==> config.mk <==
export PLATFORM = sky130hd
export DESIGN_NAME = pll_acq_ctrl
export DESIGN_NICKNAME = d
export VERILOG_FILES = /design/src/rtl/pll_pkg.sv /design/src/rtl/pll_acq_ctrl_err_window.sv /design/src/rtl/pll_acq_ctrl.sv
export SDC_FILE = /design/constraint.sdc
export NUM_CORES = 1
export LEC_CHECK = 0
export BUFFER_PORTS_ARGS = -buffer_cell sky130_fd_sc_hd__buf_2
export CAP_MARGIN = 20
export CORE_ASPECT_RATIO = 1.1
export CORE_MARGIN = 5
export CORE_UTILIZATION = 50
export CTS_CLUSTER_DIAMETER = 60
export CTS_CLUSTER_SIZE = 8
export DETAILED_ROUTE_END_ITERATION = 8
export PLACE_DENSITY = 0.7
export SLEW_MARGIN = 10
export SYNTH_ARGS = -nofsm -noshare
export SYNTH_HDL_FRONTEND = slang
export SYNTH_SLANG_ARGS = --single-unit
==> constraint.sdc <==
create_clock -name clk -period 4.2 [get_ports clk]
set_clock_uncertainty 0.1 [all_clocks]
set_input_delay 0.84 -clock clk [delete_from_list [all_inputs] [get_ports clk]]
set_output_delay 0.84 -clock clk [all_outputs]
set_load 0.01 [all_outputs]
==> src/rtl/pll_pkg.sv <==
// Shared definitions for the PLL acquisition sequencer: state codes, gain codes,
// default lock threshold and the registered control bundle driven by each state.
package pll_pkg;

    localparam int unsigned LOCK_THR_DEF = 256;

    typedef enum logic [2:0] {
        S_IDLE   = 3'd0,
        S_CLEAR  = 3'd1,
        S_ACQ    = 3'd2,
        S_SETTLE = 3'd3,
        S_TRACK  = 3'd4
    } state_e;

    localparam logic [1:0] GAIN_WIDE   = 2'd0;
    localparam logic [1:0] GAIN_MED    = 2'd1;
    localparam logic [1:0] GAIN_NARROW = 2'd2;

    typedef struct packed {
        logic       filt_ena;
        logic [1:0] gain_sel;
        logic       locked;
    } ctl_t;

    // Loop-filter controls that hold for the whole time a state is occupied.
    function automatic ctl_t ctl_of(input state_e s);
        ctl_t c;
        c.filt_ena = (s == S_ACQ) || (s == S_SETTLE) || (s == S_TRACK);
        c.gain_sel = (s == S_SETTLE) ? GAIN_MED :
                     (s == S_TRACK)  ? GAIN_NARROW : GAIN_WIDE;
        c.locked   = (s == S_TRACK);
        return c;
    endfunction

endpackage

==> src/rtl/pll_acq_ctrl_err_window.sv <==
// Combinational |phase error| <= threshold test; magnitude is taken one bit wider
// so the most negative code never aliases into the window.
module err_window #(
    parameter int unsigned ERR_W    = 18,
    parameter int unsigned LOCK_THR = 256
) (
    input  logic [ERR_W-1:0] i_err,
    output logic             o_in_win_c
);

    localparam logic [ERR_W:0] ONE = (ERR_W + 1)'(1);
    localparam logic [ERR_W:0] THR = (ERR_W + 1)'(LOCK_THR);

    logic [ERR_W:0] w_ext;
    logic [ERR_W:0] w_mag;

    assign w_ext      = {i_err[ERR_W-1], i_err};
    assign w_mag      = i_err[ERR_W-1] ? ((~w_ext) + ONE) : w_ext;
    assign o_in_win_c = (w_mag <= THR);

endmodule

==> src/rtl/pll_acq_ctrl.sv <==
// Acquisition/lock sequencer beside the PLL loop filter: walks IDLE->CLEAR->ACQ->
// SETTLE->TRACK on the phase-error stream and drives filter enable/clear, gain and lock.
module pll_acq_ctrl
    import pll_pkg::*;
#(
    parameter int unsigned ERR_W       = 18,
    parameter int unsigned LOCK_THR    = LOCK_THR_DEF,
    parameter int unsigned LOCK_CNT    = 64,
    parameter int unsigned SETTLE_CNT  = 16,
    parameter int unsigned UNLOCK_CNT  = 8,
    parameter int unsigned ACQ_TIMEOUT = 4096
) (
    input  logic             clk,
    input  logic             rst_n,
    input  logic             i_ena,
    input  logic             i_start,
    input  logic             i_stop,
    input  logic             i_phase_valid,
    input  logic [ERR_W-1:0] i_phase_err,
    output logic             o_filt_ena,
    output logic             o_filt_clr,
    output logic [1:0]       o_gain_sel,
    output logic             o_locked,
    output logic             o_timeout,
    output logic [2:0]       o_state
);

    localparam int unsigned WIN_MAX = (LOCK_CNT > SETTLE_CNT) ? LOCK_CNT : SETTLE_CNT;
    localparam int unsigned WIN_W   = $clog2(WIN_MAX + 1);
    localparam int unsigned OUT_W   = $clog2(UNLOCK_CNT + 1);
    localparam int unsigned ACQ_W   = $clog2(ACQ_TIMEOUT + 1);

    localparam logic [WIN_W-1:0] WIN_MAX_V = WIN_W'(WIN_MAX);
    localparam logic [WIN_W-1:0] LOCK_V    = WIN_W'(LOCK_CNT);
    localparam logic [WIN_W-1:0] SETTLE_V  = WIN_W'(SETTLE_CNT);
    localparam logic [OUT_W-1:0] UNLOCK_V  = OUT_W'(UNLOCK_CNT);
    localparam logic [ACQ_W-1:0] TMO_V     = ACQ_W'(ACQ_TIMEOUT);

    state_e           r_state;
    ctl_t             r_ctl;
    logic             r_filt_clr;
    logic             r_timeout;
    logic [WIN_W-1:0] r_win_cnt;
    logic [OUT_W-1:0] r_out_cnt;
    logic [ACQ_W-1:0] r_acq_cnt;

    logic             w_in_win;
    logic [WIN_W-1:0] w_win_inc;
    logic [OUT_W-1:0] w_out_inc;
    logic [ACQ_W-1:0] w_acq_inc;

    err_window #(
        .ERR_W    (ERR_W),
        .LOCK_THR (LOCK_THR)
    ) u_err_window (
        .i_err      (i_phase_err),
        .o_in_win_c (w_in_win)
    );

    // Saturating increments; the FSM never lets a counter sit at its max, but never wrap anyway.
    assign w_win_inc = (r_win_cnt == WIN_MAX_V) ? r_win_cnt : r_win_cnt + WIN_W'(1);
    assign w_out_inc = (r_out_cnt == UNLOCK_V)  ? r_out_cnt : r_out_cnt + OUT_W'(1);
    assign w_acq_inc = (r_acq_cnt == TMO_V)     ? r_acq_cnt : r_acq_cnt + ACQ_W'(1);

    always_ff @(posedge clk or negedge rst_n) begin
        if (!rst_n) begin
            r_state    <= S_IDLE;
            r_ctl      <= ctl_of(S_IDLE);
            r_filt_clr <= 1'b0;
            r_timeout  <= 1'b0;
            r_win_cnt  <= '0;
            r_out_cnt  <= '0;
            r_acq_cnt  <= '0;
        end else if (!i_ena) begin
            r_filt_clr <= 1'b0;
            r_timeout  <= 1'b0;
        end else begin
            r_filt_clr <= 1'b0;
            r_timeout  <= 1'b0;
            if (i_stop) begin
                r_state   <= S_IDLE;
                r_ctl     <= ctl_of(S_IDLE);
                r_win_cnt <= '0;
                r_out_cnt <= '0;
                r_acq_cnt <= '0;
            end else begin
                case (r_state)
                    S_IDLE: begin
                        if (i_start) begin
                            r_state    <= S_CLEAR;
                            r_ctl      <= ctl_of(S_CLEAR);
                            r_filt_clr <= 1'b1;
                        end
                    end
                    S_CLEAR: begin
                        r_state   <= S_ACQ;
                        r_ctl     <= ctl_of(S_ACQ);
                        r_win_cnt <= '0;
                        r_out_cnt <= '0;
                        r_acq_cnt <= '0;
                    end
                    S_ACQ: begin
                        if (i_phase_valid) begin
                            r_acq_cnt <= w_acq_inc;
                            // Lock takes precedence over a timeout on the same sample.
                            if (w_in_win && (w_win_inc == LOCK_V)) begin
                                r_state   <= S_SETTLE;
                                r_ctl     <= ctl_of(S_SETTLE);
                                r_win_cnt <= '0;
                            end else if (w_acq_inc == TMO_V) begin
                                r_state    <= S_CLEAR;
                                r_ctl      <= ctl_of(S_CLEAR);
                                r_filt_clr <= 1'b1;
                                r_timeout  <= 1'b1;
                                r_win_cnt  <= '0;
                                r_out_cnt  <= '0;
                                r_acq_cnt  <= '0;
                            end else begin
                                r_win_cnt <= w_in_win ? w_win_inc : '0;
                            end
                        end
                    end
                    S_SETTLE: begin
                        if (i_phase_valid) begin
                            if (!w_in_win) begin
                                r_state   <= S_ACQ;
                                r_ctl     <= ctl_of(S_ACQ);
                                r_win_cnt <= '0;
                                r_acq_cnt <= '0;
                            end else if (w_win_inc == SETTLE_V) begin
                                r_state   <= S_TRACK;
                                r_ctl     <= ctl_of(S_TRACK);
                                r_win_cnt <= '0;
                                r_out_cnt <= '0;
                            end else begin
                                r_win_cnt <= w_win_inc;
                            end
                        end
                    end
                    S_TRACK: begin
                        if (i_phase_valid) begin
                            if (w_in_win) begin
                                r_out_cnt <= '0;
                            end else if (w_out_inc == UNLOCK_V) begin
                                r_state    <= S_CLEAR;
                                r_ctl      <= ctl_of(S_CLEAR);
                                r_filt_clr <= 1'b1;
                                r_win_cnt  <= '0;
                                r_out_cnt  <= '0;
                                r_acq_cnt  <= '0;
                            end else begin
                                r_out_cnt <= w_out_inc;
                            end
                        end
                    end
                    default: begin
                        r_state <= S_IDLE;
                        r_ctl   <= ctl_of(S_IDLE);
                    end
                endcase
            end
        end
    end

    assign o_filt_ena = r_ctl.filt_ena;
    assign o_gain_sel = r_ctl.gain_sel;
    assign o_locked   = r_ctl.locked;
    assign o_filt_clr = r_filt_clr;
    assign o_timeout  = r_timeout;
    assign o_state    = r_state;

endmodule

==> results summary, run 1 <==
The run finished with clean final reports. Counting the buffers created by CTS gives 5. In this run the most critical hold path is launched from o_filt_ena$_DFFE_PN0P_.

Of all nets on the critical path, the largest fanout is 11. The critical path goes through buf_2 -> inv_1 -> ha_1 -> nor2b_1 -> and4_1 -> a211oi_1 -> or4b_4 -> nand3b_4 -> o31ai_4 -> nor2b_1 -> a22o_1. The switching power share of the total is 0.369. The count of placed standard cells in the final layout, fillers left out is 495. The share of the clock period used by the worst path after layout came out at 0.895. The synthesized design spends more area on one cell type than any other, namely sky130_fd_sc_hd__dfrtp_1. The worst setup path is captured at a flop.

The sum of net half-perimeters after detailed placement is 5620 um. The flip-flop cell with the highest count after synthesis is sky130_fd_sc_hd__dfrtp_1. Using the TritonRoute via totals, the vias-per-cell ratio works out to 6.12. The minimum clock period came out at 3760 ps. For this configuration, the core starts out at a cell density of 0.507. After detailed routing, the average wire length per cell comes to 15.4 um. The worst hold path terminates at o_filt_ena$_DFFE_PN0P_. The worst register-to-register path begins at r_win_cnt[0]$_DFFE_PN0P_.

By area the synthesized netlist is led by sky130_fd_sc_hd__dfrtp_1 (26%), sky130_fd_sc_hd__nor2_1 (4.6%), sky130_fd_sc_hd__nand2_1 (3.6%), sky130_fd_sc_hd__nand3_1 (3.5%), sky130_fd_sc_hd__o21ai_0 (3.4%). The number of failing hold endpoints at the final stage is 0. The cell with the biggest individual delay on the critical path is sky130_fd_sc_hd__nor2b_1. The number of DRC markers after the initial detailed-route iteration came out at 205. The critical path buffer and inverter count came out at 2. The worst supply voltage drop on vdd came out at 0.181 mV. The die covers 0.00788 sq mm. TritonCTS built the clock tree. The count of pins on the block boundary is 33. The net count after synthesis came out at 424. The total global routing track utilization is 0.199. The minimum hold slack came out at 436 ps. The number of failing setup endpoints in the final timing report is 0. The endpoint identified for the worst register-to-register timing path is r_win_cnt[0]$_DFFE_PN0P_. The via count came out at 3,029. The number of iterations in the first detailed-routing pass is 5.

STA classifies the critical path startpoint as an input port. From left edge to right edge, the die measures 85.1 um. The congestion estimate from routability-driven global placement came to 0.955. The first global-routing pass estimated 13,000 um of wire. The number of flops mapped to enable cells by yosys came out at 0. The number of buffers between clock root and the deepest sink is 2.

The worst hold path depth came out at 2. The initial antenna violation count is 0. The relative contribution of the clock network to total power is 0.306. The proportion of register bits with asynchronous set or reset after synthesis is 1.00. The worst-case reg-to-reg path depth came out at 10.

The insertion delay of the later-clocked pin in the worst-skew pair is 300 ps. A synthesized cell averages 7.90 sq um. The count of different cell masters after synthesis came out at 76. 0 antenna diodes ended up in the layout. The area overhead of the layout relative to synthesis is 8.79%. The share of total power dissipated in combinational logic is 0.335. The final routed wirelength across all metal layers is 7630 um. The floorplan row count came out at 30. For the worst setup path, the data arrival time is 3890 ps. The cell-internal power is 0.000635 W.

The min-delay analysis places its worst path in the category reg2reg. The area share of the largest cell type after synthesis is 0.258. Gates resized during post-CTS repair numbered 0. The number of post-CTS setup repair buffers came out at 0. The H-tree was split into 2 levels. For the pin with the worst max-slew slack, the measured transition is 848 ps. The cell total after placement is 487. Ranked by instance count, the synthesized netlist is headed by sky130_fd_sc_hd__nor2_1 (38), sky130_fd_sc_hd__dfrtp_1 (32), sky130_fd_sc_hd__nand2_1 (30), sky130_fd_sc_hd__inv_1 (25), sky130_fd_sc_hd__nand3_1 (22). The Yosys warning count came out at 0. The max-slew violation count was 0. The number of maximum-capacitance constraint violations came out at 0.

The share of the Yosys chip area taken by registers is 0.258. The combined area of all synthesized cells is 0.00310 sq mm. The sequential share of power is 0.358.

The critical path crosses 11 cells after its start point. The master cell of the clock root buffer is sky130_fd_sc_hd__clkbuf_8. After layout, the design draws a total of 0.00101 W.

The switching power total came out at 0.000371 W. In this run the static leakage power is 1.45 nW. By startpoint and endpoint, the worst setup path is classified as in2reg. The via count of the first global-routing pass is 2,732. The die is 92.6 um tall. The remaining routing DRC violations came out at 0.

The final antenna-violating net count came out at 0. The power density normalized to cell area is 298 mW/mm^2. Of the cells placed in the final design, the portion with a size suffix greater than 1 is 0.164.

The number of I/O port buffers is 32. The tightest slew margin relative to the limit came out at 0.433. Adding up every negative setup slack in the final design gives 0 ps. Across all register-to-register paths, the minimum setup slack is 720 ps.

Setup repair after global routing left no endpoint under its margin. The total overflow left after global routing is 0. The number of hold buffers added after cts is 0. Entering global routing, the biggest net connects 33 pins. In this design, the critical path's most frequently occurring cell is sky130_fd_sc_hd__nor2b_1. The clock sink total is 32. By instance count, the leading cell after synthesis is sky130_fd_sc_hd__nor2_1. The total area inside the core boundary comes to 0.00612 sq mm. The clock slew seen by the registers of the worst setup and hold paths came out at 70 ps. The number of flip-flops and latches in the synthesized netlist came out at 32. Timing would allow up to 266 MHz.

The count of nets after finishing is 445. The critical path's top delay family is simple AND/OR/NAND/NOR gates. The synthesized netlist cell count came out at 393. The delay of the slowest cell on the worst path came out at 710 ps.

STA puts the critical path data required time at 4330 ps.
## through the flow
stage                     setup slack (ps)  area (sq um)   util
final                                  443          3380  0.552
after global routing                   155          3380  0.552
after CTS                              428          3380  0.552
after detailed placement               110          3260  0.534
after global placement                 253          3260  0.534
after floorplan                        750          3100      -
## cell usage in the layout, fill, tap and decap left out, types with 6 or more instances in the layout
master and instances:
sky130_fd_sc_hd__ha_1 7, sky130_fd_sc_hd__or2_2 7, sky130_fd_sc_hd__a21oi_1 18, sky130_fd_sc_hd__dfrtp_1 32, sky130_fd_sc_hd__a21o_1 13, sky130_fd_sc_hd__inv_1 25, sky130_fd_sc_hd__nand2_1 30, sky130_fd_sc_hd__nor3_1 16
sky130_fd_sc_hd__buf_2 32, sky130_fd_sc_hd__nand3_1 22, sky130_fd_sc_hd__nor2_1 38, sky130_fd_sc_hd__o21ai_0 21, sky130_fd_sc_hd__o22ai_1 7, sky130_fd_sc_hd__a22o_1 10, sky130_fd_sc_hd__nand2b_1 7, sky130_fd_sc_hd__nor4_1 6
## worst max-delay path by stage
stage	startpoint	to	slack (ps)
global route	i_phase_err[0]	r_acq_cnt[7]$_DFFE_PN0P_	150
CTS	i_phase_err[0]	r_acq_cnt[7]$_DFFE_PN0P_	430
global placement	i_phase_err[0]	r_acq_cnt[7]$_DFFE_PN0P_	250
detailed placement	i_phase_err[0]	r_acq_cnt[7]$_DFFE_PN0P_	110
finish	i_phase_err[0]	r_acq_cnt[7]$_DFFE_PN0P_	440
floorplan	i_phase_err[9]	r_acq_cnt[12]$_DFFE_PN0P_	750
## sequential cells by signal (all words and copies together) (netlist names)
register and flops:
o_state 3, r_out_cnt 4, o_filt_ena 1, o_filt_clr 1
r_acq_cnt 13, o_timeout 1, o_gain_sel 2, r_win_cnt 7
## per-layer routing
metal | vias up | global-route usage | wire (um)
met5 | - | 0 | 0
met4 | 0 | 0.0580 | 101
met3 | 14 | 0.0427 | 377
met2 | 74 | 0.308 | 3510
met1 | 1432 | 0.277 | 3640
li1 | 1509 | - | -
## logic make-up after synthesis
kind of cell    count (synthesis)  synth area share
mux                             7            0.0250
simple gates                  170             0.306
flops                          32             0.258
buf+inv                        46            0.0693
fa+ha+maj                       7            0.0282
xor+xnor                        9            0.0254
compound gates                122             0.288
## worst register-to-register path, delay by kind of cell (launching register included)
kind | cells | cell delay (ps)
AND/OR/NAND/NOR | 2 | 760
buffers and inverters | 1 | 150
flip-flops | 1 | 450
AO/OA/AOI/OAI | 6 | 1760
adder cells (fa/ha/maj) | 1 | 150
## power groups by stage
stage	Combinational, W	Clock [W]	Sequential, W
3_5_place_dp	0.000336	0	0.000367
6_report	0.000337	0.000308	0.000361
3_3_place_gp	0.000335	0	0.000366
5_1_grt	0.000375	0.000326	0.000364
4_1_cts	0.000337	0.000314	0.000361
2_1_floorplan	0.000258	0	0.000351
## cell type report
class	count	area, sq um
clock buffers	5	68.8
clock inverters	3	42.5
fillers	588	2740
inverters	25	93.8
multi-input cells	315	2090
flip-flops and latches	32	801
well taps	80	100
repair buffers	35	183
Power figures use the tool's default switching activity.
==> run 2, diff against run 1 <==
--- a/config.mk
+++ b/config.mk
@@ -7,7 +7,6 @@
 export LEC_CHECK = 0
 export BUFFER_PORTS_ARGS = -buffer_cell sky130_fd_sc_hd__buf_2
 export CAP_MARGIN = 20
-export CORE_ASPECT_RATIO = 1.1
 export CORE_MARGIN = 5
 export CORE_UTILIZATION = 50
 export CTS_CLUSTER_DIAMETER = 60
==> constraint.sdc (replaced) <==
create_clock -name clk -period 4.75 [get_ports clk]
set_clock_uncertainty 0.1 [all_clocks]
set_input_delay 0.95 -clock clk [delete_from_list [all_inputs] [get_ports clk]]
set_output_delay 0.95 -clock clk [all_outputs]
set_load 0.01 [all_outputs]
==> results summary, run 2 (synthesized netlist as in run 1, its figures left out) <==
The minimum clock period is 4110 ps. The count of cells resized by post-cts repair was 0 (unchanged). The global-route congestion overflow total is 0 (unchanged). The global-route wire length before repair is 13,500 um (was 13,000 um).

The area overhead of the layout relative to synthesis is 7.74% (was 8.79%). The floorplan row count came out at 28 (was 30). The worst setup path category was in2reg (unchanged). Regs by FF count: r_acq_cnt: 13 flops, r_win_cnt: 7 flops, r_out_cnt: 4 flops (unchanged).

The number of buffers between clock root and the deepest sink came out at 2 (unchanged). The required time reported for the critical path endpoint came out at 4870 ps (was 4330 ps). The number of failing hold endpoints at the final stage came out at 0 (unchanged). Chain of cells forming the critical path: buf_2 -> nor4_2 -> buf_4 -> nand4_1 -> a211oi_1 -> or4b_4 -> and3b_1 -> a311o_4 -> nor2b_1 -> a22o_1 (was buf_2 -> inv_1 -> ha_1 -> nor2b_1 -> and4_1 -> a211oi_1 -> or4b_4 -> nand3b_4 -> o31ai_4 -> nor2b_1 -> a22o_1).

The final antenna-violating net count is 0 (unchanged). The class of the worst hold path is reg2reg (unchanged). The critical path buffer and inverter count is 2 (unchanged). The post-placement cell area is 0.00325 sq mm (was 0.00326 sq mm).

The area enclosed by the die boundary is 0.00788 sq mm (about the same). The most common cell after layout, fill and taps aside is sky130_fd_sc_hd__nor2_1 (unchanged). The clock sink total was 32 (unchanged).

The final routed wirelength across all metal layers came out at 7830 um (was 7630 um). The fraction of final layout cells sized beyond drive strength 1 is 0.162 (was 0.164). The total number of H-tree levels was 2 (unchanged). The per-cell routed wire length is 16.0 um (was 15.4 um). The number of buffers created by CTS came to 5 (unchanged). The number of DRC markers after the initial detailed-route iteration is 239 (was 205).

The number of antenna cells inserted was 0 (unchanged). The post-route core utilization came out at 0.558 (was 0.552). The number of iterations in the first detailed-routing pass is 7 (was 5).

The via count came out at 3,087 (was 3,029). The number of failing setup endpoints in the final timing report is 0 (unchanged). The count of pins on the block boundary came out at 33 (unchanged). The max-slew violation count came to 0 (unchanged).

The power density normalized to cell area was 251 mW/mm^2 (was 298 mW/mm^2). The final instance area came out at 0.00334 sq mm (was 0.00338 sq mm). The biggest fanout along the worst timing path came out at 15 (was 11). Status: completed (unchanged). The count of fill cells added during filler insertion came out at 573 (was 588). Most used cells in the layout excluding fill and tap cells: sky130_fd_sc_hd__nor2_1 (38), sky130_fd_sc_hd__buf_2 (32), sky130_fd_sc_hd__dfrtp_1 (32), sky130_fd_sc_hd__nand2_1 (30), sky130_fd_sc_hd__inv_1 (25) (unchanged). The count of nets after finishing is 444 (was 445). The weighted congestion reported at the end of routability-driven placement is 0.903 (was 0.955). The critical path's top delay family was simple AND/OR/NAND/NOR gates (unchanged). The worst path arrival time came out at 4230 ps (was 3890 ps).

The sum of net half-perimeters after detailed placement is 5810 um (was 5620 um). Of the available clock period, the critical path in the final layout requires 0.865. The initial antenna violation count came to 0 (unchanged).

The effective utilization at floorplan is 0.518 (was 0.507). The master cell of the clock root buffer is sky130_fd_sc_hd__clkbuf_8 (unchanged). The worst-margin pin slew is 875 ps (was 848 ps).

The endpoint type of the worst setup path is a flop (unchanged). The delay of the slowest cell on the worst path is 710 ps (about the same). The number of post-CTS setup repair buffers came out at 0 (unchanged). The detail-routed via count per cell is 6.31 (was 6.12).

The total negative slack was 0 ps (unchanged). The number of I/O port buffers is 32 (unchanged). The maximum number of pins on one net before global-route repair came out at 33 (unchanged). The count of placed standard cells in the final layout, fillers left out came out at 489 (was 495).

The minimum hold slack is 419 ps (was 436 ps). The total global routing track utilization came to 0.210 (was 0.199). The cell with the biggest individual delay on the critical path is sky130_fd_sc_hd__nor2b_1 (unchanged). The fmax is 243 MHz. The leakage dissipation came out at 1.44 nW (was 1.45 nW). The flip-flop count of the largest register after layout came out at 13 (unchanged). The placeable core region was 0.00599 sq mm (was 0.00612 sq mm).

The via count of the first global-routing pass is 2,958 (was 2,732). The insertion delay of the later-clocked pin in the worst-skew pair came out at 280 ps (was 300 ps). The cell total after placement came out at 481 (was 487). The number of hold buffers added after cts came out at 0 (unchanged). The remaining routing DRC violations is 0 (unchanged). The register with the highest flop count is r_acq_cnt (unchanged). The worst supply voltage drop on vdd is 0.245 mV (was 0.181 mV). The tightest slew margin relative to the limit is 0.415 (was 0.433).

The clock slew seen by the registers of the worst setup and hold paths is 70 ps (about the same). The clock tree from TritonCTS is yes (unchanged). Setup repair after global routing missed its margin: no (unchanged). The chip height came out at 88.8 um (was 92.6 um). The floorplan die width is 88.8 um (was 85.1 um). The number of maximum-capacitance constraint violations is 0 (unchanged).

The launching element type of the critical path is an input port (unchanged).
-- run 2: cell count changes in the layout (fill, tap and decap cells not counted), sizes merged --
cell / change
buf: -1
clkinv: +1
clkbuf: +1
bufinv: -1
clkinvlp: -1
-- run 2: worst reg2reg max path, stage by stage, from the launching register on --
cell                       delay (ps)
sky130_fd_sc_hd__dfrtp_1          450
sky130_fd_sc_hd__inv_1            140
sky130_fd_sc_hd__ha_1             150
sky130_fd_sc_hd__or4b_1           470
sky130_fd_sc_hd__nor3_1           330
sky130_fd_sc_hd__a211oi_1         120
sky130_fd_sc_hd__o211ai_1         410
sky130_fd_sc_hd__nand2b_1         230
sky130_fd_sc_hd__o31ai_4           70
sky130_fd_sc_hd__buf_4            220
sky130_fd_sc_hd__or3_4            420
sky130_fd_sc_hd__a211o_1          300
-- run 2: power by group --
group | switching (W) | total [W] | internal, W
Combinational | 0.000183 | 0.000299 | 0.000116
Clock | 0.000104 | 0.000220 | 0.000116
Sequential | 0.0000321 | 0.000321 | 0.000289
Total | 0.000319 | 0.000840 | 0.000520
-- run 2: final timing paths --
kind                                          startpoint                         to  slack, ps  cells after the start
worst max-delay path                      i_phase_err[3]   r_acq_cnt[7]$_DFFE_PN0P_        640                     10
worst min-delay path              o_filt_ena$_DFFE_PN0P_     o_filt_ena$_DFFE_PN0P_        420                      2
worst max register to register  r_win_cnt[0]$_DFFE_PN0P_   r_out_cnt[3]$_DFFE_PN0P_       1240                     11
worst min register to register    o_filt_ena$_DFFE_PN0P_     o_filt_ena$_DFFE_PN0P_        420                      2
max in group asynchronous                          rst_n   r_acq_cnt[4]$_DFFE_PN0P_       3450                      1
min in group asynchronous                          rst_n  o_gain_sel[0]$_DFFE_PN0P_        620                      1
-- run 2: through the flow --
stage          total power, W  setup slack [ps]
3_5_place_dp         0.000618               407
2_1_floorplan        0.000539              1190
6_report             0.000840               640
5_1_grt              0.000890               508
4_1_cts              0.000842               693
3_3_place_gp         0.000614               497
-- run 2: area by class of cell --
| type | instances | area [sq um] | area share |
|---|---|---|---|
| Multi-Input combinational cell | 315 | 2090 | 0.624 |
| Clock buffer | 6 | 82.6 | 0.0247 |
| Inverter | 25 | 93.8 | 0.0281 |
| Timing Repair Buffer | 34 | 175 | 0.0524 |
| Clock inverter | 2 | 10.0 | 0.00299 |
| Tap cell | 75 | 93.8 | 0.0281 |
| Sequential cell | 32 | 801 | 0.240 |
-- run 2: routing by layer --
metal	global-route usage	vias up	wire, um
li1	-	1497	-
met1	0.295	1481	3690
met2	0.338	99	3600
met3	0.0345	10	466
met4	0.0453	0	73
met5	0	-	0
==> run 3, diff against run 2 <==
--- a/config.mk
+++ b/config.mk
@@ -5,6 +5,7 @@
 export SDC_FILE = /design/constraint.sdc
 export NUM_CORES = 1
 export LEC_CHECK = 0
+export ABC_AREA = 1
 export BUFFER_PORTS_ARGS = -buffer_cell sky130_fd_sc_hd__buf_2
 export CAP_MARGIN = 20
 export CORE_MARGIN = 5
==> results summary, run 3 <==
The minimum clock period was 2970 ps (was 4110 ps). The number of maximum-capacitance constraint violations came to 0 (unchanged). The number of failing hold endpoints at the final stage is 0 (unchanged). The synthesized netlist cell count is 502 (was 393). The number of antenna cells inserted is 0 (unchanged). The number of buffers created by CTS was 5 (unchanged). The number of buffers between clock root and the deepest sink was 2 (unchanged).

The capture instance of the worst register-to-register path is o_gain_sel[0]$_DFFE_PN0P_ (was r_out_cnt[3]$_DFFE_PN0P_). The chip height came out at 88.9 um (was 88.8 um). The leakage dissipation was 1.85 nW (was 1.44 nW). The floorplan row count is 28 (unchanged). The detail-routed via count per cell is 5.21 (was 6.31). The area overhead of the layout relative to synthesis is 10.1% (was 7.74%).

The effective utilization at floorplan is 0.519 (was 0.518). The count of nets after finishing is 564 (was 444). The count of pins on the block boundary came out at 33 (unchanged). The worst reg-to-reg setup slack came to 2090 ps (was 1240 ps). The worst-margin pin slew is 897 ps (was 875 ps). The tightest slew margin relative to the limit came out at 0.398 (was 0.415). The final critical-path setup slack came to 1780 ps (was 640 ps). The worst-case reg-to-reg path depth came to 16 (was 11). The net count after synthesis came out at 533 (was 424). The area enclosed by the die boundary is 0.00790 sq mm (was 0.00788 sq mm). The combined area of all synthesized cells is 0.00311 sq mm (was 0.00310 sq mm). Leading cell types by count after synthesis: sky130_fd_sc_hd__nand2_1 (159), sky130_fd_sc_hd__inv_1 (65), sky130_fd_sc_hd__nor2_1 (61), sky130_fd_sc_hd__nand3_1 (58), sky130_fd_sc_hd__dfrtp_1 (32) (was sky130_fd_sc_hd__nor2_1 (38), sky130_fd_sc_hd__dfrtp_1 (32), sky130_fd_sc_hd__nand2_1 (30), sky130_fd_sc_hd__inv_1 (25), sky130_fd_sc_hd__nand3_1 (22)). The worst setup path category was in2reg (unchanged).

The per-cell routed wire length came out at 12.0 um (was 16.0 um). The flip-flop cell with the highest count after synthesis is sky130_fd_sc_hd__dfrtp_1 (unchanged). The maximum number of pins on one net before global-route repair is 33 (unchanged).

The biggest fanout along the worst timing path is 11 (was 15). The placeable core region came to 0.00599 sq mm (unchanged). The number of I/O port buffers is 32 (unchanged). The clock sink total is 32 (unchanged). The sum of net half-perimeters after detailed placement was 5730 um (was 5810 um). The Yosys warning count is 0 (unchanged).

The number of hold buffers added after cts came out at 0 (unchanged). The overall power was 0.000850 W (was 0.000840 W). The total number of H-tree levels is 2 (unchanged). The count of cells resized by post-cts repair came to 0 (unchanged). The master cell of the clock root buffer is sky130_fd_sc_hd__clkbuf_8 (unchanged). The max-slew violation count was 0 (unchanged). The global-route wire length before repair is 13,100 um (was 13,500 um).

The endpoint type of the worst setup path is a flop (unchanged). The average cell area after synthesis came to 6.20 sq um (was 7.90 sq um). The floorplan die width is 88.9 um (was 88.8 um).

The register with the highest flop count was r_acq_cnt (unchanged). The share of the clock period used by the worst path after layout is 0.626 (was 0.865). The worst path arrival time was 3040 ps (was 4230 ps).

The via count of the first global-routing pass came out at 2,995 (was 2,958). The initial antenna violation count is 0 (unchanged). Regs by FF count: r_acq_cnt: 13 flops, r_win_cnt: 7 flops, r_out_cnt: 4 flops (unchanged). The most frequent cell after synthesis was sky130_fd_sc_hd__nand2_1 (was sky130_fd_sc_hd__nor2_1). The count of different cell masters after synthesis was 35 (was 76). The number of flops mapped to enable cells by yosys is 0 (unchanged). The total negative slack is 0 ps (unchanged). The portion of the post-synthesis area used by sequential elements is 0.257 (was 0.258). The total global routing track utilization was 0.206 (was 0.210). The class of the worst hold path was reg2reg (unchanged). The flip-flop count of the largest register after layout came out at 13 (unchanged). The first element of the critical path is i_phase_err[0] (was i_phase_err[3]).

The number of DRC markers after the initial detailed-route iteration came out at 201 (was 239). The via count came out at 3,172 (was 3,087). The worst supply voltage drop on vdd is 0.212 mV (was 0.245 mV). The fmax came out at 336 MHz (was 243 MHz). The startpoint of the lowest-slack register-to-register path is r_acq_cnt[1]$_DFFE_PN0P_ (was r_win_cnt[0]$_DFFE_PN0P_). The required time reported for the critical path endpoint is 4820 ps (was 4870 ps).

The most common cell after layout, fill and taps aside was sky130_fd_sc_hd__nand2_1 (was sky130_fd_sc_hd__nor2_1). The clock tree from TritonCTS is yes (unchanged). Status: completed (unchanged).

Setup repair after global routing missed its margin: no (unchanged). The global-route congestion overflow total came out at 0 (unchanged). The launching element type of the critical path is an input port (unchanged).

Main area contributors after synthesis: sky130_fd_sc_hd__dfrtp_1 (26%), sky130_fd_sc_hd__nand2_1 (19%), sky130_fd_sc_hd__nand3_1 (9.3%), sky130_fd_sc_hd__inv_1 (7.8%), sky130_fd_sc_hd__nor2_1 (7.4%) (was sky130_fd_sc_hd__dfrtp_1 (26%), sky130_fd_sc_hd__nor2_1 (4.6%), sky130_fd_sc_hd__nand2_1 (3.6%), sky130_fd_sc_hd__nand3_1 (3.5%), sky130_fd_sc_hd__o21ai_0 (3.4%)). The capture point of the worst path was o_gain_sel[0]$_DFFE_PN0P_ (was r_acq_cnt[7]$_DFFE_PN0P_). The insertion delay of the later-clocked pin in the worst-skew pair is 290 ps (was 280 ps). Most used cells in the layout excluding fill and tap cells: sky130_fd_sc_hd__nand2_1 (159), sky130_fd_sc_hd__inv_1 (65), sky130_fd_sc_hd__nor2_1 (61), sky130_fd_sc_hd__nand3_1 (58) (was sky130_fd_sc_hd__nor2_1 (38), sky130_fd_sc_hd__buf_2 (32), sky130_fd_sc_hd__dfrtp_1 (32), sky130_fd_sc_hd__nand2_1 (30), sky130_fd_sc_hd__inv_1 (25)).

The biggest area consumer among synthesized cells is sky130_fd_sc_hd__dfrtp_1 (unchanged). The number of post-CTS setup repair buffers is 0 (unchanged). The final routed wirelength across all metal layers is 7280 um (was 7830 um). The clock slew seen by the registers of the worst setup and hold paths is 70 ps (about the same).

The final antenna-violating net count is 0 (unchanged). The number of failing setup endpoints in the final timing report is 0 (unchanged). The fraction of final layout cells sized beyond drive strength 1 came out at 0.163 (was 0.162). The power density normalized to cell area is 248 mW/mm^2 (was 251 mW/mm^2).

The setup slack after placement came out at 1470 ps (was 407 ps). The weighted congestion reported at the end of routability-driven placement is 0.916 (was 0.903). The remaining routing DRC violations is 0 (unchanged). The proportion of register bits with asynchronous set or reset after synthesis was 1.00 (unchanged). The area share of the largest cell type after synthesis came out at 0.257 (was 0.258). The number of iterations in the first detailed-routing pass is 5 (was 7).

The number of flip-flops and latches in the synthesized netlist is 32 (unchanged).
## run 3: report_power, final
group	internal (W)	leakage [nW]	switching, W
sequential	0.000286	0.445	0.0000134
combinational	0.0000886	1.35	0.000202
clock	0.000156	0.0552	0.000104
## run 3: metal layers
layer | track usage | wire, um | up-vias | part of all wire
met5 | 0 | 0 | - | 0
met4 | 0.0604 | 92 | 0 | 0.013
met3 | 0.0323 | 319 | 9 | 0.044
met2 | 0.345 | 3450 | 77 | 0.47
met1 | 0.275 | 3420 | 1451 | 0.47
li1 | - | - | 1635 | -
## run 3: cell families after synthesis
kind of cell	Yosys count	synth area share
xor+xnor	17	0.0479
flops	32	0.257
fa+ha+maj	7	0.0281
simple gates	337	0.506
compound gates	28	0.0559
buf+inv	81	0.105
## run 3: final cells by class
class                           instances  area (sq um)
Fill cell                             569          2570
Multi-Input combinational cell        389          1980
Sequential cell                        32           801
Inverter                               72           270
Timing Repair Buffer                   33           168
Tap cell                               75          93.8
Clock buffer                            6          72.6
Clock inverter                          2          35.0
## run 3: worst min path at each step
stage	from	end	slack, ps	depth (start not counted)
floorplan	r_acq_cnt[12]$_DFFE_PN0P_	r_acq_cnt[12]$_DFFE_PN0P_	360	2
global placement	o_filt_ena$_DFFE_PN0P_	o_filt_ena$_DFFE_PN0P_	370	2
detailed placement	o_filt_ena$_DFFE_PN0P_	o_filt_ena$_DFFE_PN0P_	370	2
CTS	o_filt_ena$_DFFE_PN0P_	o_filt_ena$_DFFE_PN0P_	390	2
global route	r_acq_cnt[12]$_DFFE_PN0P_	r_acq_cnt[12]$_DFFE_PN0P_	420	2
finish	o_filt_ena$_DFFE_PN0P_	o_filt_ena$_DFFE_PN0P_	390	2
## run 3: worst max-delay path, stage by stage
cell,delay [ps]
sky130_fd_sc_hd__buf_2,100
sky130_fd_sc_hd__inv_1,120
sky130_fd_sc_hd__ha_1,250
sky130_fd_sc_hd__nand2_2,110
sky130_fd_sc_hd__o21ai_2,240
sky130_fd_sc_hd__nand3_1,100
sky130_fd_sc_hd__nand2_1,90
sky130_fd_sc_hd__nand2_2,60
sky130_fd_sc_hd__nor2_4,140
sky130_fd_sc_hd__nand2_4,80
sky130_fd_sc_hd__nor2_8,190
sky130_fd_sc_hd__nand2_4,70
sky130_fd_sc_hd__nand2_1,90
sky130_fd_sc_hd__nand3_2,270
sky130_fd_sc_hd__nand2_1,130
sky130_fd_sc_hd__o21ai_1,70
## run 3: stage by stage
step | cells | hold WS, ps | util | instance area (sq um)
6_report | 609 | 387 | 0.572 | 3420
5_1_grt | 609 | 422 | 0.572 | 3420
3_3_place_gp | 601 | 368 | 0.554 | 3320
3_5_place_dp | 601 | 374 | 0.554 | 3320
4_1_cts | 609 | 393 | 0.572 | 3420
2_1_floorplan | 502 | 364 | - | 3110
